--- src/rtl/dbus_peri_master.sv ---
// -----------------------------------------------------------------------------
// dbus_peri_master
//
// Initiator side of the peripheral data bus. Takes one load/store at a time
// from the core LSU, decodes the address into a one-hot peripheral select,
// presents the registered request to the selected slave and waits for that
// slave's registered ack. Read data (or an error for an unmapped address or
// an access that timed out) is returned to the LSU as a one-cycle pulse.
//
// Address map: addr[31:16] must equal PERI_BASE; addr[11:8] selects the slot;
// the slave decodes addr[7:0] itself.
//
// Ports
//   clk              system clock
//   rst_n            asynchronous active-low reset
//   lsu_req_i        LSU request, accepted when lsu_req_i & lsu_ready_o
//   lsu_w_en_i       1 = write, 0 = read
//   lsu_addr_i       byte address
//   lsu_w_data_i     write data
//   lsu_ready_o      master idle and able to accept a request
//   lsu_rsp_valid_o  one-cycle response pulse
//   lsu_r_data_o     read data, qualified by lsu_rsp_valid_o
//   lsu_err_o        decode or timeout error, qualified by lsu_rsp_valid_o
//   peri_req_o       bus request to the peripherals
//   peri_sel_o       one-hot slave select
//   peri_addr_o      registered address
//   peri_w_data_o    registered write data
//   peri_w_en_o      registered write enable
//   peri_ack_i       per-slave ack
//   peri_r_data_i    per-slave read data, slot k in bits [32k+31:32k]
// -----------------------------------------------------------------------------
module dbus_peri_master #(
  parameter int unsigned NUM_PERI       = 4,
  parameter logic [15:0] PERI_BASE      = 16'h8000,
  parameter int unsigned TIMEOUT_CYCLES = 16
) (
  input  logic                     clk,
  input  logic                     rst_n,
  input  logic                     lsu_req_i,
  input  logic                     lsu_w_en_i,
  input  logic [31:0]              lsu_addr_i,
  input  logic [31:0]              lsu_w_data_i,
  output logic                     lsu_ready_o,
  output logic                     lsu_rsp_valid_o,
  output logic [31:0]              lsu_r_data_o,
  output logic                     lsu_err_o,
  output logic                     peri_req_o,
  output logic [NUM_PERI-1:0]      peri_sel_o,
  output logic [31:0]              peri_addr_o,
  output logic [31:0]              peri_w_data_o,
  output logic                     peri_w_en_o,
  input  logic [NUM_PERI-1:0]      peri_ack_i,
  input  logic [32*NUM_PERI-1:0]   peri_r_data_i
);

  localparam int unsigned CNT_W = $clog2(TIMEOUT_CYCLES + 1);

  typedef enum logic [1:0] {
    S_IDLE = 2'd0,
    S_BUSY = 2'd1,
    S_RESP = 2'd2
  } state_t;

  state_t               state_q;
  state_t               state_d;

  logic [NUM_PERI-1:0]  sel_q;
  logic [31:0]          addr_q;
  logic [31:0]          w_data_q;
  logic                 w_en_q;
  logic [CNT_W-1:0]     cnt_q;
  logic [31:0]          r_data_q;
  logic                 err_q;

  logic                 accept;
  logic                 dec_hit;
  logic [NUM_PERI-1:0]  dec_sel;
  logic                 ack_hit;
  logic                 timeout_hit;
  logic [31:0]          slot_r_data;

  // ---------------------------------------------------------------------------
  // Address decode and slave-side qualifiers
  // ---------------------------------------------------------------------------
  assign accept = lsu_req_i && (state_q == S_IDLE);

  // The slot field is widened by one bit so NUM_PERI = 16 compares correctly.
  assign dec_hit = (lsu_addr_i[31:16] == PERI_BASE) &&
                   ({1'b0, lsu_addr_i[11:8]} < 5'(NUM_PERI));

  // NOTE: every signal written in an always_comb gets a default before any
  // conditional assignment, otherwise synthesis infers a latch.
  always_comb begin
    dec_sel = '0;
    for (int k = 0; k < NUM_PERI; k++) begin
      dec_sel[k] = (lsu_addr_i[11:8] == 4'(k));
    end
  end

  // Only the selected slave's ack counts; stray acks on other bits are masked.
  assign ack_hit = |(peri_ack_i & sel_q);

  // The counter holds the number of BUSY cycles already completed, so the
  // cycle in which it reads TIMEOUT_CYCLES-1 is the last allowed cycle.
  assign timeout_hit = (cnt_q == CNT_W'(TIMEOUT_CYCLES - 1));

  // sel_q is one-hot, so an AND-OR mux picks the selected slot's read data.
  always_comb begin
    slot_r_data = '0;
    for (int k = 0; k < NUM_PERI; k++) begin
      if (sel_q[k]) begin
        slot_r_data = slot_r_data | peri_r_data_i[32*k +: 32];
      end
    end
  end

  // ---------------------------------------------------------------------------
  // FSM: state register
  // ---------------------------------------------------------------------------
  // NOTE: sequential state uses non-blocking assignments so every flop samples
  // the pre-edge value of its inputs, independent of statement order.
  always_ff @(posedge clk or negedge rst_n) begin
    if (!rst_n) begin
      state_q <= S_IDLE;
    end else begin
      state_q <= state_d;
    end
  end

  // ---------------------------------------------------------------------------
  // FSM: next-state logic
  // ---------------------------------------------------------------------------
  always_comb begin
    state_d = state_q;
    unique case (state_q)
      S_IDLE: begin
        if (accept) begin
          state_d = dec_hit ? S_BUSY : S_RESP;
        end
      end
      S_BUSY: begin
        // An ack in the timeout cycle still counts as a successful access.
        if (ack_hit || timeout_hit) begin
          state_d = S_RESP;
        end
      end
      S_RESP: begin
        state_d = S_IDLE;
      end
      default: begin
        state_d = S_IDLE;
      end
    endcase
  end

  // ---------------------------------------------------------------------------
  // FSM: outputs
  // ---------------------------------------------------------------------------
  // Request and select are decoded from the state register alone, so an
  // asynchronous reset drops them at once and RESP cleanly ends the request
  // the cycle after the ack.
  always_comb begin
    lsu_ready_o     = 1'b0;
    lsu_rsp_valid_o = 1'b0;
    lsu_r_data_o    = '0;
    lsu_err_o       = 1'b0;
    peri_req_o      = 1'b0;
    peri_sel_o      = '0;
    unique case (state_q)
      S_IDLE: begin
        lsu_ready_o = 1'b1;
      end
      S_BUSY: begin
        peri_req_o = 1'b1;
        peri_sel_o = sel_q;
      end
      S_RESP: begin
        lsu_rsp_valid_o = 1'b1;
        lsu_r_data_o    = r_data_q;
        lsu_err_o       = err_q;
      end
      default: begin
        lsu_ready_o = 1'b0;
      end
    endcase
  end

  // ---------------------------------------------------------------------------
  // Datapath: request registers, timeout counter, response capture
  // ---------------------------------------------------------------------------
  // NOTE: all of these are a handful of control/data flops (no storage array),
  // so every one is cleared by reset and the outputs are defined from reset.
  always_ff @(posedge clk or negedge rst_n) begin
    if (!rst_n) begin
      sel_q    <= '0;
      addr_q   <= '0;
      w_data_q <= '0;
      w_en_q   <= 1'b0;
      cnt_q    <= '0;
      r_data_q <= '0;
      err_q    <= 1'b0;
    end else if (accept) begin
      addr_q   <= lsu_addr_i;
      w_data_q <= lsu_w_data_i;
      w_en_q   <= lsu_w_en_i;
      sel_q    <= dec_hit ? dec_sel : '0;
      cnt_q    <= '0;
      r_data_q <= '0;
      err_q    <= ~dec_hit;
    end else if (state_q == S_BUSY) begin
      cnt_q <= cnt_q + CNT_W'(1);
      if (ack_hit) begin
        r_data_q <= w_en_q ? 32'd0 : slot_r_data;
        err_q    <= 1'b0;
      end else if (timeout_hit) begin
        r_data_q <= '0;
        err_q    <= 1'b1;
      end
    end
  end

  assign peri_addr_o   = addr_q;
  assign peri_w_data_o = w_data_q;
  assign peri_w_en_o   = w_en_q;

endmodule
--- config.mk ---
export PLATFORM = sky130hd
export DESIGN_NAME = dbus_peri_master
export DESIGN_NICKNAME = d
export VERILOG_FILES = /design/src/rtl/dbus_peri_master.sv
export SDC_FILE = /design/constraint.sdc
export NUM_CORES = 1
export LEC_CHECK = 0
export ABC_AREA = 1
export CORE_ASPECT_RATIO = 1.25
export CORE_MARGIN = 1
export CORE_UTILIZATION = 39
export CTS_CLUSTER_DIAMETER = 40
export DETAILED_ROUTE_END_ITERATION = 8
export GPL_ROUTABILITY_DRIVEN = 0
export PLACE_DENSITY = 0.9
export SYNTH_ARGS = -nofsm -noshare
export SYNTH_HDL_FRONTEND = slang
export SYNTH_SLANG_ARGS = --single-unit
--- constraint.sdc ---
create_clock -name clk -period 2.01 [get_ports clk]
set_clock_uncertainty 0.1 [all_clocks]
set_input_delay 0.5025 -clock clk [delete_from_list [all_inputs] [get_ports clk]]
set_output_delay 0.5025 -clock clk [all_outputs]
set_load 0.02 [all_outputs]
==> results of run 1 <==
[cell families after synthesis]
| logic type | after synthesis | synth area share [%] |
|---|---|---|
| AND/OR/NAND/NOR | 535 | 38.0 |
| flip-flops | 109 | 49.2 |
| buffers and inverters | 92 | 7.65 |
| AO/OA/AOI/OAI | 50 | 4.67 |
| adder cells (fa/ha/maj) | 2 | 0.451 |
[what timing repair did]
action	in CTS	in global routing
hold buffers	1	0
buffers inserted	5	0
hold endpoints to repair	2	0
endpoints found under the setup margin	41	40
cloned	1	0
pin swaps	3	1
gates resized for setup	186	54
[path summary, 6_finish.rpt]
kind,from,to,slack [ns],cells after the start
worst max-delay path,state_q[0],lsu_r_data_o[30],-0.04,5
min in group asynchronous,rst_n,peri_w_data_o[29],0.41,2
worst min register to register,r_data_q[2],r_data_q[2],0.38,2
worst min-delay path,r_data_q[2],r_data_q[2],0.38,2
worst max register to register,sel_q[3],r_data_q[18],0.18,9
max in group asynchronous,rst_n,r_data_q[9],0.67,3
[power breakdown]
| group | switching (uW) | total (uW) | internal (uW) |
|---|---|---|---|
| clock | 895 | 1780 | 882 |
| sequential | 111 | 2480 | 2370 |
| combinational | 670 | 1450 | 776 |
| total | 1680 | 5700 | 4030 |
[per-stage QoR]
stage	power, uW	setup WS (ns)	instances	hold slack, ns	area, um^2
after floorplan	3000	0.0951	788	0.107	5540
after detailed placement	3940	-0.117	1252	0.205	8870
after CTS	5740	-0.0177	1274	0.363	9150
after global routing	5960	-0.0931	1274	0.399	9280
after global placement	3910	-0.124	1252	0.204	8870
final	5700	-0.0445	1276	0.384	9290
[area by class of cell]
class | count | share of cell area [%]
Sequential cell | 109 | 29.4
Inverter | 50 | 2.07
Antenna cell | 2 | 0.0539
Tap cell | 175 | 2.36
Timing Repair Buffer | 337 | 36.2
Clock inverter | 7 | 0.822
Clock buffer | 9 | 2.43
Multi-Input combinational cell | 587 | 26.7
[layer usage]
metal  part of all wire [%]  vias to the layer above  routed length [um]  GRT usage, %
met5                      0                        -                   0             0
met4                    2.5                        0                 514          9.16
met3                     11                       36                2190          9.72
met2                     50                      292               10200          48.8
met1                     37                     2823                7460          30.0
li1                       -                     3004                   -             -
[cell usage in the layout, fill, tap and decap left out, types with 2 or more instances in the layout]
cell and instances:
clkbuf_16 9, o21ai_0 9, nand2_4 3, nor2_4 7, nand2_1 394, buf_6 17, clkdlybuf4s50_1 261, clkinvlp_4 2
a21oi_1 38, nand2_2 2, diode_2 2, buf_2 3, buf_4 43, nor2_1 70, inv_1 46, inv_6 2
clkinv_8 2, nand4_1 3, inv_2 2, buf_12 8, nor2_2 20, inv_4 2, ha_1 2, dfrtp_1 109
nand3_1 36
[worst max-delay path: stages, from the launching register on]
cell	delay (ns)
dfrtp_1	0.42
nor2_4	0.15
inv_4	0.08
buf_16	0.17
nor2_1	0.13
buf_4	0.16
[sequential cells by signal, indices dropped and copies added (netlist names)]
name,cells
peri_addr_o,32
peri_w_data_o,32
r_data_q,32
cnt_q,5
sel_q,4
state_q,2
err_q,1
peri_w_en_o,1
==> impl_metrics.ini, run 1 <==
[run_status]
status = finished, violations left
violations = setup timing

[run]
max-cap-violations = 0

[synthesis]
synth_cell_type_count = 23
yosys_register_bits = 109
synth_common_cells = 394 x nand2_1, 109 x dfrtp_1, 92 x nor2_1, 47 x inv_1, 38 x a21oi_1
synthesis.area_mm2 = 0.00554
yosysMostFrequentCell = nand2_1
postSynthAreaPerCell_um2 = 7.03
yosysTopAreaCellShare_pct = 49.2
yosysSeqAreaShare_pct = 49.2
synth_nets = 990
syn_inst = 788
async_flop_share_pct = 100
yosysTopAreaCell = dfrtp_1
synthTopCellsByArea = dfrtp_1 49%, nand2_1 27%, nor2_1 6.2%, a21oi_1 3.4%, nand3_1 3.3%
synth-edff-count = 0
yosys_warnings = 0
synthFlopType = dfrtp_1

[sta]
min_period_ns = 2.05
setup_ws_ns = -0.0445
fmax_mhz = 487
slew_viol_final = 0
setup_viol = 8
relSlewSlack_pct = 63.7
worst_pin_slew_ns = 0.545
rsz0062_at_grt = true
hold_viol_final = 0
fin_setup_tns_ns = -0.0844
period_share_pct = 102

[detailed_routing]
routed_wl_um = 20300
wl_per_cell_um = 15.9
drc = 0
drtIter0Drc = 403
first_pass_iters = 5
vias = 6155
ant_nets = 0
viasPerCell = 4.82

[setup_path]
cp.arrival_ns = 1.45
critical_path.endpoint_type = output port
path_class = reg2out
critPathLaunchType = flip-flop
crit_fanout = 16
cp.required_ns = 1.41

[final_layout]
n_fill_cell = 1109
finish.utilization_pct = 67.2
multi_input_area_mm2 = 0.00247
syn_to_final_growth_pct = 67.6
fin_nets = 1296
seqCellArea_mm2 = 0.00273
layout-drive-gt1-share_pct = 11.5

[global_route]
antenna_found_initial = 3
grtUsageTotal_pct = 27.4
grt_max_degree = 68
grt_overflow_total = 0
grt_pass1_wl_um = 30600
grt_pass1_vias = 6248

[placement]
hpwlAfterDp_um = 15000
io_buffers = 304

[floorplan]
die_h_um = 135
start_util_pct = 40.1
core_mm2 = 0.0138
num_io_pins = 305
die_w_um = 109
fp-row-count = 48
dieArea_mm2 = 0.0147

[power_and_ir_drop]
p_leak_uw = 0.00435
worst_ir_drop_vdd_mv = 0.455
p_per_area_mw_per_mm2 = 614

[cts]
clk_latency_ns = 0.34
cts_sinks = 109
root_buffer = clkbuf_16
cts_made_buffers = 9
path_clk_slew_ns = 0.08
cts_tree = built
htree_levels = 3
cts_buffer_depth = 2

[min_path]
hold_path_class = reg2reg
(Power assumes the default switching activity.)
==> run 2: changes to the inputs <==
- GPL_TIMING_DRIVEN: unset -> 1
==> results of run 2 <==
Final layout, timing and power as in run 1 (identical DEF).
==> run 3: changes to the inputs <==
- SETUP_SLACK_MARGIN: unset -> 0.15
- clock period: 2.01 -> 2 ns (I/O delays scaled with it)
==> run 3 against run 2 <==
  * The run still ends with setup timing left
  * Clock-buffer cell count stayed put
  * Register-to-register slack about the same
  * Sequential power hardly changed
  * Critical endpoint is now lsu_r_data_o[13]
  * First-iteration DRC count is 16% lower
  * Clock power hardly changed
  * Sequential cell count is the same
==> impl_metrics.ini, run 3 (synthesized netlist as in run 1, its figures left out) <==
[placement]
place_area_mm2 = 0.00889
io_buffers = 304
hpwlAfterDp_um = 14900

[final_layout]
layout-drive-gt1-share_pct = 12.7
final_cell_mix = 394 x nand2_1, 198 x clkdlybuf4s50_1, 109 x dfrtp_1
final_common_cell = nand2_1
multi_input_area_mm2 = 0.00259
final_cell_area_mm2 = 0.00950
n_fill_cell = 1133
fin_nets = 1304
seqCellArea_mm2 = 0.00273
syn_to_final_growth_pct = 71.4

[power_and_ir_drop]
power_uw = 5660
p_per_area_mw_per_mm2 = 596
worst_ir_drop_vdd_mv = 0.481
p_leak_uw = 0.00455

[cts]
cts_sinks = 109
cts_tree = built
cts_made_buffers = 9
clk_latency_ns = 0.35
cts_buffer_depth = 2
root_buffer = clkbuf_16
htree_levels = 3
path_clk_slew_ns = 0.08

[setup_path]
path_cells = inv_2 > nor2_4 > inv_4 > buf_12 > nor2_1 > buf_4
critical_path.endpoint_type = output port
cp.required_ns = 1.40
path_class = reg2out
crit_fanout = 17
cp.arrival_ns = 1.45
critPathLaunchType = flip-flop
path_buf_inv = 4
critPathMaxStageDelay_ns = 0.38
crit_slowest_cell = dfrtp_1
path_delay_family = buffers and inverters

[detailed_routing]
drc = 0
ant_nets = 0
vias = 6210
routed_wl_um = 20700
first_pass_iters = 5
viasPerCell = 4.84
wl_per_cell_um = 16.1
drtIter0Drc = 338

[sta]
relSlewSlack_pct = 65.4
setup_ws_ns = -0.0489
hold_viol_final = 0
min_period_ns = 2.05
holdWs_ns = 0.377
rsz0062_at_grt = true
slew_viol_final = 0
period_share_pct = 102
fmax_mhz = 488
worst_pin_slew_ns = 0.519
setup_viol = 28

[global_route]
grt.met1_usage_pct = 29.3
grtUsageTotal_pct = 26.8
grt.busiest_layer = met2
grt_pass1_wl_um = 29900
grt_overflow_total = 0
grt_use_met2_pct = 47.5
antenna_found_initial = 2
use_met3_pct = 8.56
grt_pass1_vias = 6069
grt_max_degree = 68

[floorplan]
core_mm2 = 0.0138
die_w_um = 109
start_util_pct = 40.1
dieArea_mm2 = 0.0147
fp-row-count = 48
die_h_um = 135
num_io_pins = 305

[min_path]
hold_path_class = in2async

[run_status]
violations = setup timing
status = finished, violations left

[run]
max-cap-violations = 0
## run 3: worst register-to-register path: stages, from the launching register on
cell     delay (ns)
dfrtp_1        0.41
inv_2          0.09
buf_4          0.15
nand2_8        0.08
buf_6          0.13
buf_4          0.15
nor2_2         0.09
nand2_2        0.10
nand2_8        0.17
buf_4          0.13
buf_4          0.09
a21oi_1        0.03
## run 3: per-stage QoR
stage | utilization, % | setup slack, ns | setup TNS [ns] | instances
5_1_grt | 68.7 | -0.106 | -2.79 | 1282
2_1_floorplan | - | 0.0876 | 0 | 788
4_1_cts | 66.2 | -0.0104 | -0.0229 | 1274
3_5_place_dp | 64.4 | -0.106 | -3.57 | 1254
3_3_place_gp | 64.4 | -0.100 | -2.82 | 1254
6_report | 68.8 | -0.0489 | -0.677 | 1284
## run 3: power breakdown
part	leakage (uW)	total [uW]	internal [uW]	switching, uW
clock	0.000148	1800	893	911
combinational	0.00300	1380	685	693
sequential	0.00141	2480	2380	101
total	0.00455	5660	3960	1700
## run 3: what timing repair did
action | 4_1_cts | 5_1_grt
buffers inserted | 3 | 3
hold buffers | 1 | 0
setup endpoints to repair | 105 | 71
gates resized for setup | 289 | 62
cloned | 0 | 5
pin swaps | 2 | 3
endpoints found under the hold margin | 3 | 0
## run 3: final cells by class
type | count | area share (%)
Timing Repair Buffer | 345 | 36.3
Sequential cell | 109 | 28.7
Tap cell | 175 | 2.31
Multi-Input combinational cell | 587 | 27.2
Antenna cell | 2 | 0.0527
Clock buffer | 9 | 2.37
Inverter | 50 | 2.17
Clock inverter | 7 | 0.830
## run 3: metal layers
| layer | up-vias | share of wire (%) |
|---|---|---|
| li1 | 3021 | - |
| met3 | 48 | 10 |
| met2 | 300 | 50 |
| met1 | 2841 | 37 |
| met4 | 0 | 3.7 |
| met5 | - | 0 |
## run 3: final timing paths
kind	startpoint	to	slack (ns)	cells past startpoint
worst max-delay path	state_q[1]	lsu_r_data_o[13]	-0.05	6
min in group clk	peri_addr_o[15]	peri_addr_o[15]	0.38	2
max in group asynchronous	rst_n	r_data_q[3]	0.72	3
worst min-delay path	rst_n	peri_w_data_o[29]	0.38	2
worst min register to register	peri_addr_o[15]	peri_addr_o[15]	0.38	2
worst max register to register	state_q[1]	state_q[1]	0.18	11
